**src/rtl/alu_1bit.sv**
```systemverilog
// Registered 1-bit ALU slice: logic ops, add/sub with carry chaining, SLT hook.
// Outputs follow the inputs sampled at each rising edge, one cycle later.
module alu_1bit #(
  parameter bit IS_LSB = 1'b1
) (
  input  logic       clk,
  input  logic       rst_n,
  input  logic       A,
  input  logic       B,
  input  logic       Bnegate,
  input  logic       CIN,
  input  logic       Less,
  input  logic [2:0] operation,
  output logic       Result,
  output logic       cout,
  output logic       Set,
  output logic       Overflow
);

  typedef enum logic [2:0] {
    OP_AND  = 3'b000,
    OP_NOR  = 3'b001,
    OP_OR   = 3'b010,
    OP_XOR  = 3'b011,
    OP_ADD  = 3'b100,
    OP_SLT  = 3'b101,
    OP_PASS = 3'b110,
    OP_RSVD = 3'b111
  } op_e;

  function automatic logic full_add_sum(input logic a, input logic b, input logic c);
    return a ^ b ^ c;
  endfunction

  function automatic logic full_add_carry(input logic a, input logic b, input logic c);
    return (a & b) | (a & c) | (b & c);
  endfunction

  logic b_inv_s;
  logic ci_s;
  logic sum_s;
  logic co_s;

  logic result_d, result_q;
  logic cout_d, cout_q;
  logic set_d, set_q;
  logic overflow_d, overflow_q;

  // Operand conditioning and the full adder.
  always_comb begin
    b_inv_s = B ^ Bnegate;
    if (IS_LSB) begin
      ci_s = Bnegate;
    end else begin
      ci_s = CIN;
    end
    sum_s = full_add_sum(A, b_inv_s, ci_s);
    co_s  = full_add_carry(A, b_inv_s, ci_s);
  end

  // Operation decode; carry is only exposed for arithmetic codes.
  always_comb begin
    result_d   = 1'b0;
    cout_d     = 1'b0;
    set_d      = sum_s;
    overflow_d = ci_s ^ co_s;
    case (op_e'(operation))
      OP_AND:  result_d = A & b_inv_s;
      OP_NOR:  result_d = ~(A | b_inv_s);
      OP_OR:   result_d = A | b_inv_s;
      OP_XOR:  result_d = A ^ b_inv_s;
      OP_ADD: begin
        result_d = sum_s;
        cout_d   = co_s;
      end
      OP_SLT: begin
        result_d = Less;
        cout_d   = co_s;
      end
      OP_PASS: result_d = b_inv_s;
      OP_RSVD: result_d = 1'b0;
      default: begin
        result_d = 1'b0;
        cout_d   = 1'b0;
      end
    endcase
  end

  // Output registers.
  always_ff @(posedge clk or negedge rst_n) begin
    if (!rst_n) begin
      result_q   <= 1'b0;
      cout_q     <= 1'b0;
      set_q      <= 1'b0;
      overflow_q <= 1'b0;
    end else begin
      result_q   <= result_d;
      cout_q     <= cout_d;
      set_q      <= set_d;
      overflow_q <= overflow_d;
    end
  end

  assign Result   = result_q;
  assign cout     = cout_q;
  assign Set      = set_q;
  assign Overflow = overflow_q;

endmodule

```
**config.mk**
```make
export PLATFORM = sky130hd
export DESIGN_NAME = alu_1bit
export DESIGN_NICKNAME = d
export VERILOG_FILES = /design/src/rtl/alu_1bit.sv
export SDC_FILE = /design/constraint.sdc
export NUM_CORES = 1
export LEC_CHECK = 0
export CAP_MARGIN = 20
export CORE_AREA = 2 2 39 41
export DETAILED_ROUTE_END_ITERATION = 8
export DIE_AREA = 0 0 41 43
export MAX_ROUTING_LAYER = met4
export PLACE_DENSITY_LB_ADDON = 0.25
export SLEW_MARGIN = 5
export SYNTH_ARGS = -nofsm -noshare
export SYNTH_HDL_FRONTEND = slang
export SYNTH_SLANG_ARGS = --single-unit
```
**constraint.sdc**
```tcl
create_clock -name clk -period 0.8 [get_ports clk]
set_clock_uncertainty 0.15 [all_clocks]
set_input_delay 0.16 -clock clk [delete_from_list [all_inputs] [get_ports clk]]
set_output_delay 0.16 -clock clk [all_outputs]
set_load 0.05 [all_outputs]
```
==> out/qor.csv <==
metric,value,unit
final WL,637,µm
slew margin rel.,0.835,
status,"finished, violations left",
Pre-Repair DR Iteration Count,2,
Routed Antenna Nets,0,
Setup-failing EPs final,6,
H-tree lvl count,1,
actual slew at the worst max-slew pin,0.245,ns
Die W,41,µm
Root Buffer,clkbuf_4,
final RePlAce weighted congestion,0.798,
max frequency,673,MHz
Netlist cell types,15,
period utilisation layout,1.86,
WP data arrival,1.50,ns
fraction of registers with async set/reset,1.00,
WP data required,0.81,ns
Setup crit start kind,primary input,
Die H,43,µm
Crit. Startpoint,Bnegate,
vias after detailed routing,260,
crit end category,register,
Synth Area in Simple Gates,0.224,
"EDFF count, synth",0,
Wirelength per Cell,9.80,µm
min-delay worst type,in2async,
antenna cells,0,
largest net degree at the start of global routing,5,
CTS clock-pin slew for the worst setup and hold paths,0.04,ns
number of fill cells,130,
worst vdd ir,0.510,mV
sequential share of the synthesized area,0.437,
Max Slew Vio Count,0,
combinational family with the most area after synthesis,simple AND/OR/NAND/NOR gates,
first-pass GRT wire length,1060,µm
post-synthesis mux area share,0.0874,
multi-input logic area,165,µm²
Clock Sinks,4,
Die ar.,1760,µm²
most numerous cell in the Yosys netlist,dfrtp_1,
RSZ-0062 raised after global routing,true,
IO Count,14,
#FFs+latches synth,4,
Mapped Nets,34,
via/cell ratio,4.00,
total grt overflow,0,
post-route cell area,564,µm²
Synth top area share,0.437,
nets,61,
CTS buffer count,3,
fraction of layout cells with a size suffix above 1,0.571,
Initial Util,0.165,
pwr/cell area,1640,nW/µm²
critical path type,in2reg,
register area,104,µm²
Worst Setup EP,Result,
final hold violations,4,
ys flop type,dfrtp_1,
Final WS setup,-0.685,ns
Syn Area/Cell,9.96,µm²
Adder-Cell Fraction of Synth Area,0.0546,
Ys Warns,0,
Layout area overhead,146,%
Syn Std Cell Area,229,µm²
Core Region,1380,µm²
Total Power,0.000924,W
post-synth top area cell,dfrtp_1,
final setup TNS,-2.10,ns
Syn Inst Count,23,
Synth Area in XOR/XNOR,0.115,
fin crit period,1.49,ns
vias in the first global route,288,
initial antenna violation count,0,
compound-gate portion of the synthesized area,0.0492,
GRT Resource Usage Total,0.0919,
violated checks,"negative hold slack, negative setup slack",
initial DRC count,2,
dpl cell area,504,µm²
max cap viols,0,
clock buffer depth,2,
CTS tree,built,
FP Rows,14,
P_leak,0.257,nW
crit-path max FO,2,
Fin Hold WS,-0.0301,ns
Post-route DRC,0,
synth top area cells,"dfrtp_1, mux2i_1, xor2_1",
input/output buffers,12,
==> logic make-up after synthesis <==
family,after synthesis
AOI/OAI and AO/OA,2
DFF,4
adders and majority gates,1
xor gates and xnor gates,3
and+or+nand+nor,9
buffers and inverters,2
muxes,2
==> layer usage <==
layer,vias to the layer above,track usage,part of all wire
li1,131,-,-
met1,121,0.0847,0.32
met2,8,0.159,0.61
met3,0,0.0157,0.069
met4,0,0.0600,0
met5,-,-,0
==> final cells by class <==
cell class              instances  share of cell area
flip-flops and latches          4               0.184
clock buffers                   4              0.0466
well taps                      16              0.0355
inverters                       2              0.0133
repair buffers                 22               0.428
multi-input cells              17               0.293
==> report_power, final <==
part	internal [W]	total (W)	switching, W
Combinational	0.000230	0.000408	0.000178
Sequential	0.000230	0.000249	0.0000187
Clock	0.000187	0.000268	0.0000807
Total	0.000646	0.000924	0.000278
==> per-stage QoR <==
stage / std cells / worst slack, ns / utilization / hold slack [ns]
after floorplan: 23 / -0.712 / - / -0.286
after global placement: 59 / -1.37 / 0.364 / 0.222
after detailed placement: 59 / -1.42 / 0.364 / 0.219
after CTS: 64 / -0.672 / 0.407 / -0.0341
after global routing: 65 / -0.721 / 0.408 / -0.0331
final: 65 / -0.685 / 0.408 / -0.0301
==> critical path, cell delays in order <==
cell and delay (ns):
buf_8 0.10, xnor2_4 0.16, inv_2 0.06, ha_4 0.28
xor2_2 0.17, nor3b_1 0.07, or4_1 0.41, nand3_1 0.08
==> worst min path at each step <==
stage	depth (start not counted)	end	from	slack [ns]
after floorplan	0	Overflow	rst_n	-0.29
after global placement	1	Result	rst_n	0.22
after detailed placement	1	Result	rst_n	0.22
after CTS	1	Set	rst_n	-0.03
after global routing	1	Set	rst_n	-0.03
final	1	Overflow	rst_n	-0.03
==> timing repair <==
item	in CTS	in global routing
setup endpoints to repair	8	8
setup buffers	1	1
pin swaps	2	1
hold endpoints to repair	4	4
gates resized for setup	22	1
==> registers in the layout, indices dropped and copies added, names as in the netlist <==
signal,flops
Overflow,1
Result,1
Set,1
cout,1
==> cells in the final DEF (no fill, tap or decap), types with 2 or more instances in the layout <==
| cell | count |
|---|---|
| nand2_1 | 2 |
| mux2i_1 | 2 |
| clkbuf_4 | 3 |
| buf_12 | 4 |
| buf_4 | 8 |
| buf_6 | 3 |
| dlygate4sd2_1 | 2 |
| clkdlybuf4s50_1 | 3 |
| dfrtp_2 | 3 |
Note: power is estimated with default switching activity, not from simulation.
